<file path="src/rtl/alu_seq.sv">
// rtl/alu_seq.sv - registered ALU with CY/ZERO/NEG/OVF flags, START/BUSY/DONE handshake
// Optional feature macro: ALU_MUL_EN (multi-cycle unsigned shift-add multiply on opcode 13)
module alu_seq #(
  parameter int W = 16
) (
  input  logic         CLK,
  input  logic         RST_N,
  input  logic [W-1:0] A,
  input  logic [W-1:0] B,
  input  logic [3:0]   ALUC,
  input  logic         START,
  output logic [W-1:0] OUT,
  output logic [W-1:0] OUT_HI,
  output logic         CY,
  output logic         ZERO,
  output logic         NEG,
  output logic         OVF,
  output logic         BUSY,
  output logic         DONE
);

  localparam logic [3:0] OP_PASS_A = 4'd0;
  localparam logic [3:0] OP_PASS_B = 4'd1;
  localparam logic [3:0] OP_NEG_A  = 4'd2;
  localparam logic [3:0] OP_NEG_B  = 4'd3;
  localparam logic [3:0] OP_ADD    = 4'd4;
  localparam logic [3:0] OP_ADC    = 4'd5;
  localparam logic [3:0] OP_OR     = 4'd6;
  localparam logic [3:0] OP_AND    = 4'd7;
  localparam logic [3:0] OP_ZERO   = 4'd8;
  localparam logic [3:0] OP_ONE    = 4'd9;
  localparam logic [3:0] OP_ONES   = 4'd10;
  localparam logic [3:0] OP_CLC    = 4'd11;
  localparam logic [3:0] OP_STC    = 4'd12;
  localparam logic [3:0] OP_MUL    = 4'd13;
  localparam logic [3:0] OP_SHL    = 4'd14;

  logic [W-1:0] out_q, out_d;
  logic         cy_q, cy_d;
  logic         zero_q, zero_d;
  logic         neg_q, neg_d;
  logic         ovf_q, ovf_d;
  logic         done_q, done_d;

  logic         busy;
  logic         accept;
  logic         cin;
  logic [W:0]   sum;
  logic [W-1:0] res;
  logic         wr_out;
  logic         ovf_new;

`ifdef ALU_MUL_EN
  localparam int CW = (W > 2) ? $clog2(W) : 1;

  typedef enum logic {S_IDLE, S_MUL} state_e;

  state_e         state_q, state_d;
  logic [W-1:0]   out_hi_q, out_hi_d;
  logic [W-1:0]   mcand_q, mcand_d;
  logic [2*W-1:0] prod_q, prod_d;
  logic [CW-1:0]  cnt_q, cnt_d;
  logic [W:0]     hi_sum;
  logic [2*W-1:0] prod_step;
  logic           mul_last;

  // MUL state register; an asynchronous reset drops any multiply in flight
  always_ff @(posedge CLK or negedge RST_N) begin
    if (!RST_N) begin
      state_q  <= S_IDLE;
      out_hi_q <= '0;
      mcand_q  <= '0;
      prod_q   <= '0;
      cnt_q    <= '0;
    end else begin
      state_q  <= state_d;
      out_hi_q <= out_hi_d;
      mcand_q  <= mcand_d;
      prod_q   <= prod_d;
      cnt_q    <= cnt_d;
    end
  end

  // Next-state: enter MUL on an accepted opcode 13, leave after the W-th iteration
  always_comb begin
    state_d = state_q;
    case (state_q)
      S_IDLE: if (accept && (ALUC == OP_MUL)) state_d = S_MUL;
      S_MUL:  if (mul_last) state_d = S_IDLE;
      default: state_d = S_IDLE;
    endcase
  end

  // One shift-add iteration: low half holds the remaining multiplier bits
  always_comb begin
    hi_sum    = {1'b0, prod_q[2*W-1:W]} + (prod_q[0] ? {1'b0, mcand_q} : {(W+1){1'b0}});
    prod_step = {hi_sum, prod_q[W-1:1]};
    mul_last  = busy && (cnt_q == CW'(W - 1));
  end

  // FSM outputs
  always_comb begin
    busy   = (state_q == S_MUL);
    OUT_HI = out_hi_q;
  end
`else
  // Without the multiplier there is never a multi-cycle op in flight
  always_comb begin
    busy   = 1'b0;
    OUT_HI = '0;
  end
`endif

  // Request is taken only while idle; START during a multiply is dropped
  always_comb accept = START && !busy;

  // Datapath next-state: decode accepted opcode and, when enabled, finish the multiply
  always_comb begin
    cin     = (ALUC == OP_ADC) ? cy_q : 1'b0;
    sum     = {1'b0, A} + {1'b0, B} + {{W{1'b0}}, cin};
    res     = out_q;
    wr_out  = 1'b0;
    ovf_new = 1'b0;
    out_d   = out_q;
    cy_d    = cy_q;
    zero_d  = zero_q;
    neg_d   = neg_q;
    ovf_d   = ovf_q;
    done_d  = 1'b0;
`ifdef ALU_MUL_EN
    out_hi_d = out_hi_q;
    mcand_d  = mcand_q;
    prod_d   = prod_q;
    cnt_d    = cnt_q;
`endif
    if (accept) begin
      done_d = 1'b1;
      case (ALUC)
        OP_PASS_A: begin res = A;      wr_out = 1'b1; end
        OP_PASS_B: begin res = B;      wr_out = 1'b1; end
        OP_NEG_A:  begin res = -A;     wr_out = 1'b1; end
        OP_NEG_B:  begin res = -B;     wr_out = 1'b1; end
        OP_ADD, OP_ADC: begin
          res     = sum[W-1:0];
          cy_d    = sum[W];
          ovf_new = (A[W-1] == B[W-1]) && (sum[W-1] != A[W-1]);
          wr_out  = 1'b1;
        end
        OP_OR:     begin res = A | B;  wr_out = 1'b1; end
        OP_AND:    begin res = A & B;  wr_out = 1'b1; end
        OP_ZERO:   begin res = '0;     wr_out = 1'b1; end
        OP_ONE:    begin res = {{(W-1){1'b0}}, 1'b1}; wr_out = 1'b1; end
        OP_ONES:   begin res = '1;     wr_out = 1'b1; end
        OP_CLC:    cy_d = 1'b0;
        OP_STC:    cy_d = 1'b1;
        OP_MUL: begin
`ifdef ALU_MUL_EN
          done_d  = 1'b0;
          mcand_d = A;
          prod_d  = {{W{1'b0}}, B};
          cnt_d   = '0;
`endif
        end
        OP_SHL: begin
          res    = {A[W-2:0], cy_q};
          cy_d   = A[W-1];
          wr_out = 1'b1;
        end
        default: ;
      endcase
      if (wr_out) begin
        out_d  = res;
        zero_d = (res == '0);
        neg_d  = res[W-1];
        ovf_d  = ovf_new;
`ifdef ALU_MUL_EN
        out_hi_d = '0;
`endif
      end
    end
`ifdef ALU_MUL_EN
    else if (busy) begin
      prod_d = prod_step;
      cnt_d  = cnt_q + CW'(1);
      if (mul_last) begin
        out_d    = prod_step[W-1:0];
        out_hi_d = prod_step[2*W-1:W];
        zero_d   = (prod_step == '0);
        neg_d    = prod_step[2*W-1];
        ovf_d    = 1'b0;
        done_d   = 1'b1;
      end
    end
`endif
  end

  // Result and flag registers
  always_ff @(posedge CLK or negedge RST_N) begin
    if (!RST_N) begin
      out_q  <= '0;
      cy_q   <= 1'b0;
      zero_q <= 1'b1;
      neg_q  <= 1'b0;
      ovf_q  <= 1'b0;
      done_q <= 1'b0;
    end else begin
      out_q  <= out_d;
      cy_q   <= cy_d;
      zero_q <= zero_d;
      neg_q  <= neg_d;
      ovf_q  <= ovf_d;
      done_q <= done_d;
    end
  end

  // Drive ports from the registers
  always_comb begin
    OUT  = out_q;
    CY   = cy_q;
    ZERO = zero_q;
    NEG  = neg_q;
    OVF  = ovf_q;
    BUSY = busy;
    DONE = done_q;
  end

endmodule
</file>
<file path="config.mk">
export PLATFORM = sky130hd
export DESIGN_NAME = alu_seq
export DESIGN_NICKNAME = d
export VERILOG_FILES = /design/src/rtl/alu_seq.sv
export SDC_FILE = /design/constraint.sdc
export NUM_CORES = 1
export LEC_CHECK = 0
export ABC_CLOCK_PERIOD_IN_PS = 3400
export BUFFER_PORTS_ARGS = -buffer_cell sky130_fd_sc_hd__buf_2
export CORE_AREA = 2 2 86 88
export DETAILED_ROUTE_END_ITERATION = 8
export DIE_AREA = 0 0 88 90
export PLACE_DENSITY = 0.82
export SLEW_MARGIN = 20
export SYNTH_ARGS = -nofsm -noshare
export SYNTH_HDL_FRONTEND = slang
export SYNTH_SLANG_ARGS = --single-unit
</file>
<file path="constraint.sdc">
create_clock -name CLK -period 3.4 [get_ports CLK]
set_input_delay 0.34 -clock CLK [delete_from_list [all_inputs] [get_ports CLK]]
set_output_delay 0.34 -clock CLK [all_outputs]
set_load 0.02 [all_outputs]
</file>
Word-level counts from Yosys, hierarchy flattened
Cells that the tools add are included.
{"block": "classes", "addsub": 4, "mul": 0, "n_eq_ne": 15, "order_cmp": 0, "bitwise": 2, "shifts": 0, "n_div": 0, "reduce_logical": 8, "muxes": 8}
{"op": "16-bit case mux with 11 select lines", "count": 1}
{"op": "16-bit negation", "count": 2}
{"op": "4-bit equality test, second input constant", "count": 6}
{"op": "16-bit by 16-bit adder with 17-bit output", "count": 1}
{"op": "17-bit by 1-bit adder with 17-bit output", "count": 1}
{"op": "16-bit AND", "count": 1}
{"op": "4-bit by 3-bit equality test with 1-bit output, second input constant", "count": 4}
{"op": "16-bit zero test", "count": 1}
{"op": "16-bit 2-to-1 mux", "count": 1}
{"op": "16-bit OR", "count": 1}
{"op": "12-bit OR reduction", "count": 1}
{"op": "4-bit by 2-bit equality test with 1-bit output, second input constant", "count": 2}
{"op": "1-bit 2-to-1 mux", "count": 5}
{"op": "4-bit by 1-bit equality test with 1-bit output, second input constant", "count": 1}
{"op": "4-bit zero test", "count": 1}
{"op": "1-bit case mux with 4 select lines", "count": 1}
{"op": "2-bit AND reduction", "count": 2}
{"op": "4-bit nonzero test", "count": 1}
{"op": "2-bit OR reduction", "count": 1}
{"op": "1-bit equality test", "count": 1}
{"op": "1-bit logical AND", "count": 1}
{"op": "1-bit != test", "count": 1}
{"block": "totals", "ram_bits": 0, "n_memories": 0, "register_bits": 21, "out_inout_bits": 38, "romBits": 0, "wordCells": 43, "inputBits": 39, "latch_bits": 0}

Depth between registers and ports, before layout
{"block": "logic_depth", "word_depth": 6, "depth_mapped": 16, "depth_no_buf": 13}

Worst setup path after synthesis
Ideal clock, no wire load.
{"block": "synth_path", "path_type": "input-to-reg", "startpoint": "input ALUC[0]", "endpoint": "register zero_q, in the netlist ZERO", "path_buffers": 3, "cell_stages": 14, "arrival_time_ns": 3.677, "path_slack_ns": -0.367, "required_ns": 3.309, "path_cell_list": "buf_2 > buf_2 > buf_1 > nand4_1 > fa_1 > inv_1 > fa_1 > xor2_1 > a221o_1 > or4_1 > or4_1 > nor4_2 > nand4_1 > o31ai_1"}
{"block": "synth_via", "elab_chain_len": 6}
{"element": "from (decl)", "line": "10", "rtl": "input logic [3:0] ALUC,"}
{"element": "4-bit by 3-bit equality test with 1-bit output", "line": "119, 138"}
{"element": "1-bit 2-to-1 mux", "line": "119", "rtl": "cin = (ALUC == OP_ADC) ? cy_q : 1'b0;"}
{"element": "17-bit by 1-bit adder with 17-bit output", "line": "120", "rtl": "sum = {1'b0, A} + {1'b0, B} + {{W{1'b0}}, cin};"}
{"element": "16-bit case mux with 11 select lines", "line": "138", "rtl": "case (ALUC)"}
{"element": "16-bit 2-to-1 mux", "line": "136", "rtl": "if (accept) begin"}
{"element": "16-bit zero test", "line": "173", "rtl": "zero_d = (res == '0);"}
{"element": "to (signal assigned)", "line": "209", "rtl": "zero_q <= zero_d;"}
{"element": "to (decl)", "line": "40", "rtl": "logic zero_q, zero_d;"}
Several ways; a longest one is shown, not always the timed one. The select of a mux whose other input is x is not followed.
A chain may end at the register's enable or synchronous reset.

Worst setup path in the final report
{"block": "layout_path", "startpoint": "register cy_q, in the netlist CY", "endpoint": "register zero_q, in the netlist ZERO"}
{"block": "layout_via", "elab_chain_len": 5}
{"element": "from (decl)", "line": "39", "rtl": "logic cy_q, cy_d;"}
{"element": "from (signal assigned)", "line": "208", "rtl": "cy_q <= cy_d;"}
{"element": "1-bit 2-to-1 mux", "line": "119"}
{"element": "17-bit by 1-bit adder with 17-bit output", "line": "120"}
{"element": "16-bit case mux with 11 select lines *", "line": "138"}
{"element": "16-bit 2-to-1 mux *", "line": "136"}
{"element": "16-bit zero test *", "line": "173"}
Mark *: on every way between the ends. The rest lies on a longest branch, timed or not. The select of a mux whose other input is x is not followed.

==> impl_metrics.env <==
export IMPL_vias=4475
export IMPL_sequentialPowerShare_pct=26.5
export IMPL_syn_avg_cell_area_um2=7.26
export IMPL_place_port_buffers=59
export IMPL_design_area_um2=4340
export IMPL_cts_setup_buffers=0
export IMPL_cts_resized=0
export IMPL_num_rows=31
export IMPL_maxCapViolations=0
export IMPL_grt_max_degree=41
export IMPL_synth_most_common_cell="nor2_1"
export IMPL_drc=0
export IMPL_synth_cell_types=69
export IMPL_ir_drop_uv=119
export IMPL_fp_dieW_um=88
export IMPL_tightest_slew_ps=737
export IMPL_worstPathMaxFanout=3
export IMPL_drive_gt1_share_pct=18.1
export IMPL_async_flop_share_pct=100
export IMPL_synth_edf_count=0
export IMPL_overflow=0
export IMPL_dp_hpwl_um=10400
export IMPL_layout_cells_non_filler=690
export IMPL_clk_pin_slew_ps=70
export IMPL_cts_made_buffers=3
export IMPL_fmax_ghz=0.314
export IMPL_synthCells=531
export IMPL_hp_class="primary input to asynchronous set/reset pin"
export IMPL_ant_nets=0
export IMPL_status="complete, no violations"
export IMPL_power_density_nw_per_um2=256
export IMPL_placed_cells=686
export IMPL_antenna_found_initial=0
export IMPL_cp_data_arrival_time_ps=3360
export IMPL_diodes=0
export IMPL_cts_buffer_depth=2
export IMPL_synth_area_leaders="dfrtp_1 12%, ha_1 11%, xnor2_1 6.1%"
export IMPL_ctsHoldBuffers=0
export IMPL_swShare_pct=45.2
export IMPL_cts_tree="done"
export IMPL_grt_pass1_vias=4092
export IMPL_die_area_um2=7920
export IMPL_synth_top_area_share_pct=12.3
export IMPL_endpoint_kind="flip-flop"
export IMPL_setup_violations=0
export IMPL_first_pass_iters=5
export IMPL_critical_path_class="flip-flop to flip-flop"
export IMPL_ys_seq_elements=20
export IMPL_wl_per_cell_um=19.6
export IMPL_fin_worst_skew_ps=1.11
export IMPL_maxSlewHeadroom_pct=49.6
export IMPL_synth_top_flop_cell="dfrtp_1"
export IMPL_slew_violations=0
export IMPL_gp_congestion=1.04
export IMPL_core_area_um2=7020
export IMPL_power_leakage_nw=1.94
export IMPL_period_needed_ps=3180
export IMPL_clock_sinks=20
export IMPL_postPlaceCellArea_um2=4280
export IMPL_grtUsageTotal_pct=33.9
export IMPL_rsz0062_at_grt="no"
export IMPL_wirelength_um=13500
export IMPL_root_buffer="clkbuf_8"
export IMPL_first_iter_violations=409
export IMPL_die_height_um=90
export IMPL_ys_top_cells_by_count="46 x nor2_1, 41 x nand2_1, 38 x inv_1"
export IMPL_p_sw_w=0.000502
export IMPL_clkLatencyLatePin_ps=260
export IMPL_yosys_area_top_type="dfrtp_1"
export IMPL_syn_area_um2=3850
export IMPL_clkPwrFrac_pct=16.4
export IMPL_routed_via_density=6.49
export IMPL_grt_pass1_wl_um=21400
export IMPL_start_kind="flip-flop"
export IMPL_ys_warn_count=0
export IMPL_syn_to_final_growth_pct=12.6
export IMPL_final_nets=667
export IMPL_pwr_share_comb_pct=57.1
export IMPL_start_util_pct=54.9
export IMPL_finalCritPeriodShare_pct=93.6
export IMPL_pin_count=77
export IMPL_p_int_w=0.000608
export IMPL_ys_seq_area_share_pct=13.0
export IMPL_required_ps=3580
export IMPL_finalHoldViolations=0
export IMPL_htreeDepth=1
[cell type report]
type / instances / area, um2
multi-input cells: 446 / 3040
clock buffers: 4 / 55.1
fillers: 676 / 2680
inverters: 38 / 143
well taps: 99 / 124
flip-flops and latches: 20 / 502
repair buffers: 83 / 475
[logic make-up (layout without fill, tap and decap cells)]
logic type / count (synthesis) / after routing / synth area share (%)
AOI/OAI and AO/OA: 148 / 148 / 26.0
DFF: 20 / 20 / 13.0
adders and majority gates: 36 / 36 / 12.1
muxes: 16 / 16 / 4.16
buffers and inverters: 81 / 125 / 10.2
and+or+nand+nor: 199 / 199 / 27.7
other: 1 / 17 / 0.0973
xor gates and xnor gates: 30 / 30 / 6.82
[power by group through the flow]
stage / Clock [W] / Combinational (W) / Sequential [W]
2_1_floorplan: 0 / 0.000380 / 0.000344
3_3_place_gp: 0 / 0.000607 / 0.000297
3_5_place_dp: 0 / 0.000615 / 0.000299
4_1_cts: 0.000179 / 0.000618 / 0.000295
5_1_grt: 0.000191 / 0.000689 / 0.000300
6_report: 0.000182 / 0.000634 / 0.000294
[cell usage in the layout, fill, tap and decap left out, drive strengths merged, types with 3 or more instances in the layout]
cell type  count
inv           38
a221oi         3
xnor2         27
and2           3
nand2b         6
o22ai          9
nand3b         8
nor2b         10
a21o           3
a22oi          5
o31ai          4
nand4          9
nand2         41
a31o           3
nor3b          7
o221ai         6
a31oi         13
a21oi         29
nor4           9
and3           7
a211oi         7
conb          17
nand3         13
clkbuf         4
ha            34
a221o          5
nor2          46
a22o           3
o21a           6
o21ai         30
o211ai         5
dfrtp         19
mux2i         16
nor3          18
or4            5
xor2           3
or3            8
buf           83
[per-stage QoR]
stage / TNS [ps] / setup slack (ps) / power, W / hold slack [ps] / util [%]
5_1_grt: 0 / 83.6 / 0.00118 / 40.0 / 61.8
4_1_cts: 0 / 249 / 0.00109 / 23.3 / 61.8
6_report: 0 / 219 / 0.00111 / 7.18 / 61.8
2_1_floorplan: -2.09 / -2.09 / 0.000724 / 44.4 / -
3_5_place_dp: 0 / 81.2 / 0.000915 / 300 / 61.0
3_3_place_gp: 0 / 109 / 0.000904 / 294 / 61.0
[critical path, stage by stage, from the launching register on]
cell and delay, ps:
dfrtp_1 390, nand4_1 130, fa_2 230, inv_2 40, fa_2 370, xor2_1 150
a221o_1 280, or4_1 550, or4_1 470, nor4_2 160, nand4_1 120, o31ai_1 210
[registers in the layout, summed over array words and instances (netlist names)]
name,cells
OUT,16
CY,1
DONE,1
OVF,1
ZERO,1
[worst paths after layout]
path,cells past startpoint,slack (ps),end,startpoint
max,11,220,ZERO,CY
min,1,7,OUT[2],RST_N
max reg2reg,11,220,ZERO,CY
min reg2reg,2,470,ZERO,ZERO
max in group asynchronous,1,3070,ZERO,RST_N
min in group CLK,1,260,DONE,START
[layer usage]
layer	vias to the layer above	share of wire [%]	global-route usage [%]
li1	2047	-	-
met1	2044	40	47.0
met2	324	44	52.3
met3	60	11	3.86
met4	0	4.5	14.6
met5	-	0	0
No activity file was read; power rests on OpenSTA's default activity.
